===== config.mk =====
export PLATFORM = sky130hd
export DESIGN_NAME = fdiv_ctrl_flat
export DESIGN_NICKNAME = d
export VERILOG_FILES = /design/src/rtl/fdiv_ctrl_if.sv /design/src/rtl/fdiv_ctrl.sv /design/src/flat_wrapper.sv
export SDC_FILE = /design/constraint.sdc
export NUM_CORES = 2
export LEC_CHECK = 0
export ABC_AREA = 0
export BUFFER_PORTS_ARGS = -buffer_cell sky130_fd_sc_hd__buf_2
export CAP_MARGIN = 25
export CORE_UTILIZATION = 55
export DETAILED_ROUTE_END_ITERATION = 7
export GPL_TIMING_DRIVEN = 0
export PLACE_DENSITY_LB_ADDON = 0.08
export SYNTH_ARGS = -nofsm -noshare
export SYNTH_HDL_FRONTEND = slang
export SYNTH_SLANG_ARGS = --single-unit

===== constraint.sdc =====
create_clock -name clk -period 10.95 [get_ports clk]
set_input_delay 1.095 -clock clk [delete_from_list [all_inputs] [get_ports clk]]
set_output_delay 1.095 -clock clk [all_outputs]
set_load 0.05 [all_outputs]

===== src/rtl/fdiv_ctrl_if.sv =====
// Operand/result stream bundle for fdiv_ctrl; flag signals exist only when FDIV_FLAGS_EN is defined.
interface fdiv_ctrl_if;
   logic        in_valid;
   logic        in_ready;
   logic [31:0] in_a;
   logic [31:0] in_b;
   logic        out_valid;
   logic        out_ready;
   logic [31:0] out_q;
`ifdef FDIV_FLAGS_EN
   logic        out_overflow;
   logic        out_underflow;

   modport master (output in_valid, in_a, in_b, out_ready,
                   input  in_ready, out_valid, out_q, out_overflow, out_underflow);
   modport slave  (input  in_valid, in_a, in_b, out_ready,
                   output in_ready, out_valid, out_q, out_overflow, out_underflow);
`else
   modport master (output in_valid, in_a, in_b, out_ready,
                   input  in_ready, out_valid, out_q);
   modport slave  (input  in_valid, in_a, in_b, out_ready,
                   output in_ready, out_valid, out_q);
`endif
endinterface


===== src/rtl/fdiv_ctrl.sv =====
// Single-precision divide q = a * finv(b): dividend tag pipeline, rounded multiply, credit-limited output FIFO.
// Optional FDIV_FLAGS_EN adds per-entry overflow/underflow flags.
module fdiv_ctrl #(
   parameter int unsigned FINV_LAT  = 2,
   parameter int unsigned OUT_DEPTH = 4
) (
   input  logic        clk,
   input  logic        rstn,
   fdiv_ctrl_if.slave  io,
   output logic [31:0] finv_s,
   input  logic [31:0] finv_d
);
   localparam int unsigned PTR_W = $clog2(OUT_DEPTH);
   localparam int unsigned CNT_W = $clog2(OUT_DEPTH + 1);
   localparam int unsigned LAST  = FINV_LAT - 1;
`ifdef FDIV_FLAGS_EN
   localparam int unsigned ENT_W = 34;
`else
   localparam int unsigned ENT_W = 32;
`endif

   logic                acc, push, pop;
   logic [CNT_W-1:0]    cnt, occ, occ_next;
   logic [PTR_W-1:0]    wr_ptr, rd_ptr;
   logic                out_valid_r;
   logic [ENT_W-1:0]    mem [OUT_DEPTH];
   logic [ENT_W-1:0]    ent;
   logic [FINV_LAT-1:0] tag_v, tag_bz;
   logic [31:0]         tag_a [FINV_LAT];

   logic [31:0]         a_t;
   logic                b_zero, a_zero, sign, norm, g, rb, st, rnd_up;
   logic [47:0]         prod;
   logic [23:0]         m24;
   logic [24:0]         m25;
   logic [22:0]         frac;
   logic signed [9:0]   e_fin;
   logic [31:0]         q_res;

   assign finv_s      = io.in_b;
   assign io.in_ready = rstn && (cnt < CNT_W'(OUT_DEPTH));
   assign acc         = io.in_valid && io.in_ready;
   assign push        = tag_v[LAST];
   assign pop         = out_valid_r && io.out_ready;

   // Tag valids: the only state that decides whether a finv_d is consumed.
   always_ff @(posedge clk) begin
      if (!rstn) begin
         tag_v <= '0;
      end else begin
         tag_v[0] <= acc;
         for (int i = 1; i < FINV_LAT; i++) tag_v[i] <= tag_v[i-1];
      end
   end

   always_ff @(posedge clk) begin
      tag_a[0]  <= io.in_a;
      tag_bz[0] <= (io.in_b[30:23] == 8'h00);
      for (int i = 1; i < FINV_LAT; i++) begin
         tag_a[i]  <= tag_a[i-1];
         tag_bz[i] <= tag_bz[i-1];
      end
   end

   // Rounded multiply of the aligned dividend by the reciprocal.
   always_comb begin
      a_t    = tag_a[LAST];
      b_zero = tag_bz[LAST];
      a_zero = (a_t[30:23] == 8'h00);
      sign   = a_t[31] ^ finv_d[31];
      prod   = 48'({1'b1, a_t[22:0]}) * 48'({1'b1, finv_d[22:0]});
      norm   = prod[47];
      m24    = norm ? prod[47:24] : prod[46:23];
      g      = norm ? prod[23] : prod[22];
      rb     = norm ? prod[22] : prod[21];
      st     = norm ? (|prod[21:0]) : (|prod[20:0]);
      rnd_up = g & (rb | st | m24[0]);
      m25    = {1'b0, m24} + 25'(rnd_up);
      frac   = m25[24] ? m25[23:1] : m25[22:0];
      e_fin  = $signed({2'b00, a_t[30:23]}) + $signed({2'b00, finv_d[30:23]}) - 10'sd127
               + $signed({9'b0, norm}) + $signed({9'b0, m25[24]});
      q_res  = {sign, e_fin[7:0], frac};
      if (b_zero)                q_res = {sign, 8'hFF, 23'h0};
      else if (a_zero)           q_res = {sign, 31'h0};
      else if (e_fin >= 10'sd255) q_res = {sign, 8'hFF, 23'h0};
      else if (e_fin <= 10'sd0)   q_res = {sign, 31'h0};
   end

`ifdef FDIV_FLAGS_EN
   logic ovf, unf;
   assign ovf = b_zero || (!a_zero && (e_fin >= 10'sd255));
   assign unf = !b_zero && !a_zero && (e_fin <= 10'sd0);
   assign ent = {ovf, unf, q_res};
`else
   assign ent = q_res;
`endif

   assign occ_next = occ + CNT_W'(push) - CNT_W'(pop);

   // Credit counter covers tags in flight plus FIFO occupancy, so pushes never overflow.
   always_ff @(posedge clk) begin
      if (!rstn) begin
         cnt         <= '0;
         occ         <= '0;
         wr_ptr      <= '0;
         rd_ptr      <= '0;
         out_valid_r <= 1'b0;
      end else begin
         cnt         <= cnt + CNT_W'(acc) - CNT_W'(pop);
         occ         <= occ_next;
         out_valid_r <= (occ_next != '0);
         if (push) wr_ptr <= wr_ptr + PTR_W'(1);
         if (pop)  rd_ptr <= rd_ptr + PTR_W'(1);
      end
   end

   always_ff @(posedge clk) begin
      if (push) mem[wr_ptr] <= ent;
   end

   assign io.out_valid = out_valid_r;
   assign io.out_q     = out_valid_r ? mem[rd_ptr][31:0] : 32'h0;
`ifdef FDIV_FLAGS_EN
   assign io.out_overflow  = out_valid_r && mem[rd_ptr][33];
   assign io.out_underflow = out_valid_r && mem[rd_ptr][32];
`endif
endmodule


===== src/flat_wrapper.sv =====
// flat-port wrapper written by rule: the top's interface ports become plain ports
module fdiv_ctrl_flat 
#(
   parameter int unsigned FINV_LAT  = 2,
   parameter int unsigned OUT_DEPTH = 4
)
  (clk, rstn, finv_s, finv_d, io_in_valid, io_in_a, io_in_b, io_out_ready, io_in_ready, io_out_valid, io_out_q);
  fdiv_ctrl_if io_i ();
  input  logic clk;
  input  logic rstn;
  output logic [31:0] finv_s;
  input  logic [31:0] finv_d;
  input wire logic [$bits(io_i.in_valid)-1:0] io_in_valid;
  input wire logic [$bits(io_i.in_a)-1:0] io_in_a;
  input wire logic [$bits(io_i.in_b)-1:0] io_in_b;
  input wire logic [$bits(io_i.out_ready)-1:0] io_out_ready;
  output wire logic [$bits(io_i.in_ready)-1:0] io_in_ready;
  output wire logic [$bits(io_i.out_valid)-1:0] io_out_valid;
  output wire logic [$bits(io_i.out_q)-1:0] io_out_q;
  assign io_i.in_valid = io_in_valid;
  assign io_i.in_a = io_in_a;
  assign io_i.in_b = io_in_b;
  assign io_i.out_ready = io_out_ready;
  assign io_in_ready = io_i.in_ready;
  assign io_out_valid = io_i.out_valid;
  assign io_out_q = io_i.out_q;
  fdiv_ctrl #(.FINV_LAT(FINV_LAT), .OUT_DEPTH(OUT_DEPTH)) u_core (.clk(clk), .rstn(rstn), .io(io_i), .finv_s(finv_s), .finv_d(finv_d));
endmodule

==> summary.md <==
| Metric | Value |
|---|---|
| Run status | finished, final reports clean |
| Die span in x | around 230 µm |
| Highest clock rate | between 0.09 and 0.1 GHz |
| Drt pass-1 iters | 8 |
| FF-to-FF setup slack | 220 ps |
| Number of synthesized register bits | roughly 210 |
| Synth unique cells | a little under 90 |
| Antenna violations before repair | 0 |
| GRT Total Usage | 0.307 |
| Syn Area/Cell | 9.76 µm² |
| Total wire length | 79200 µm |
| Skew-Pair Late Insertion Delay | 550 ps |
| Crit Path Category | input pin to flop |
| # clock sinks | 209 |
| RR Endpoint | u_core.mem[0][20] |
| Max stage delay on crit path | 600 ps |
| Largest net degree at the start of global routing | 33 |
| CTS root buf | clkbuf_16 |
| Syn Inst Count | 2902 |
| Area of all placed cells without fillers | 0.0317 mm² |
| First-pass GRT wire length | 122000 µm |
| Via count | 20700 |
| Core Area | 0.0505 mm² |
| DP HPWL | 64200 µm |
| Hold Crit Class | flop to flop |
| Met1 GRT Util | 0.386 |
| Worst setup EP type | flop |
| Final setup fails | 0 |
| Total die area | 0.0524 mm² |
| Nets@finish | 3880 |
| CTS H-tree depth | 1 |
| CTS clk-pin slew, worst paths | 60 ps |
| Crit-path most repeated cell | fa_1 |
| Period minus WS final | 10750 ps |
| FF-to-FF Start | u_core.tag_a[0][40] |
| Crit path launch type | input pin |
| Area Growth Syn to Fin | 11.9% |
| CTS Buf Count | 23 |
| Slew headroom | 0.314 |
| Met2 usage | 0.516 |
| Hold Slack | 325 ps |
| Routed length per placed instance | 20.9 µm |
| Async S/R FF share, synth | 0 |
| Period utilization | 0.982 |
| Number of synthesis warnings | 0 |
| Primary FF master, synth | edfxtp_1 |
| Clk buf depth | 3 |
| Worst-case clock skew | 15.0 ps |
| Hold path depth | 0 |
| Syn_nets | 3683 |
| Post-detailed-route count of antenna-violating nets | 0 |
| CTS hold repair buffers | 0 |
| Critical Path RT | ~11000 ps |
| CTS tree | built |
| Slowest-stage cell, CP | fa_1 |
| Number of cells on the worst reg-to-reg path | between 40 and 50 |
| HP Start | u_core.tag_a[0][22] |
| Initial core utilization | 0.561 |
| Placer Congestion | ~1 |
| Worst EP arrival | 11120 ps |
| Layout fillers | between 4000 and 5000 |
| Slew at the pin with the worst max-slew slack | roughly 1000 ps |
| Fin. Hold Viols | 0 |
| Vias in the first global route | roughly 22000 |
| Die H | ~230 µm |
| Pins Over Slew Limit | 0 |
| DRC errors left | 0 |
| Rows | just over 80 |
| Via/cell ratio | 5.45 |
| Grt peak-use layer | met2 |
| IO buf count | 140 |
| Total gr overflow | 0 |
| Hold EP | u_core.tag_a[0][54] |
| Met3 global-route usage | 0.0606 |
| Post-DP Area | 0.0299 mm² |
| Seq/Total Area, Yosys | 0.193 |
| Synth Cell Area | ~0.028 mm² |
| Number of flops mapped to enable cells by yosys | 128 |
| Number of top-level pins | 166 |
| Max Cap Violations | 0 |
| Layout cells sized above 1 | 0.155 |
| CP Max Fanout | 11 |
| Initial drt markers | 1339 |
[registers in the layout, summed over array words and instances, names as in the netlist, named ones only]
register and cells:
u_core.mem 128, u_core.tag_a 64, u_core.cnt 3, u_core.occ 3
u_core.rd_ptr 2, u_core.tag_bz 2, u_core.tag_v 2, u_core.wr_ptr 2
u_core.io.out_valid 1
[through the flow]
step | util | cells | setup slack (ps) | setup TNS (ps)
finish | 0.628 | 3789 | 199 | 0
global route | 0.628 | 3787 | -91.0 | -2920
CTS | 0.616 | 3762 | 38.0 | 0
detailed placement | 0.592 | 3714 | -2930 | -307310
global placement | 0.592 | 3714 | -2750 | -285180
floorplan | - | 2902 | -26.6 | -532
[cells by family (layout without fill, tap and decap cells)]
kind of cell	count (synthesis)	count (layout)	synth area share
multiplexers	45	45	0.0302
XOR/XNOR	88	88	0.0275
AO/OA/AOI/OAI	245	245	0.0580
flip-flops	209	209	0.193
AND/OR/NAND/NOR	844	844	0.151
adder cells (fa/ha/maj)	681	681	0.430
other	0	2	0
buffers and inverters	790	1003	0.111
[area by class of cell]
type / count / area, µm² / share of cell area
Antenna cell: 2 / 5.00 / 0.000158
Sequential cell: 209 / 5470 / 0.173
Clock buffer: 27 / 591 / 0.0186
Tap cell: 672 / 841 / 0.0265
Multi-Input combinational cell: 1903 / 20200 / 0.637
Timing Repair Buffer: 180 / 1030 / 0.0326
Buffer: 162 / 1080 / 0.0342
Inverter: 620 / 2350 / 0.0742
Clock inverter: 14 / 138 / 0.00434
[how the worst max path moves through the flow]
stage | end | slack [ps] | depth (start not counted) | from
floorplan | u_core.mem[0][15] | -30 | 45 | finv_d[4]
global placement | u_core.mem[2][5] | -2750 | 43 | finv_d[8]
detailed placement | u_core.mem[2][15] | -2930 | 43 | finv_d[8]
CTS | u_core.mem[2][14] | 40 | 46 | finv_d[0]
global route | u_core.mem[3][20] | -90 | 47 | finv_d[0]
finish | u_core.mem[0][20] | 200 | 46 | finv_d[8]
[layer usage]
| layer | vias to the layer above | share of wire |
|---|---|---|
| met5 | - | 0 |
| met4 | 0 | 0.049 |
| met3 | 182 | 0.080 |
| met2 | 844 | 0.48 |
| met1 | 10300 | 0.39 |
| li1 | 9303 | - |
[cells in the final DEF (no fill, tap or decap), types with 16 or more instances in the layout]
master and instances:
clkbuf_2 32, a21oi_1 66, ha_1 191, clkbuf_4 27, nand4_1 24, a21o_1 21
mux4_2 32, o21ai_0 40, xnor2_1 52, and3_1 16, buf_4 83, inv_1 612
xor2_1 30, and2_1 285, nand3_1 19, edfxtp_1 128, fa_1 480, nand2_1 310
dfxtp_1 79, clkbuf_1 29, clkbuf_16 24, buf_2 153, nor2_1 96
[worst max-delay path: cells and delay by family]
family / cells / cell delay (ps)
adders and majority gates: 10 / 4230
and+or+nand+nor: 12 / 2010
xor gates and xnor gates: 2 / 370
buffers and inverters: 13 / 1730
AOI/OAI and AO/OA: 9 / 1640
[Yosys cell counts, drive strengths merged, types with 9 or more instances]
cell	number	area, µm²
o21a	9	67.6
nor2	100	375
and2	290	1810
xnor2	56	498
o21bai	12	93.8
nand3	21	105
nor3	21	110
ha	195	2440
a21oi	81	435
nor4	12	87.6
nand4	25	171
dfxtp	81	1620
clkbuf	110	414
buf	60	408
inv	617	2320
mux4	32	721
fa	486	9730
a21o	21	158
mux2i	9	90.1
and3	16	100
nor2b	14	95.1
o21ai	49	257
nand2	318	1200
a31oi	14	106
xor2	32	280
edfxtp	128	3840
[what timing repair did]
action | in CTS | in global routing
cloned | 0 | 1
resized for setup | 148 | 152
buffers inserted | 9 | 30
pin swaps | 9 | 30
setup endpoints to repair | 124 | 120
Power is not shown: default switching activity piles up to over one toggle a cycle in this logic, so the estimate is an artifact.
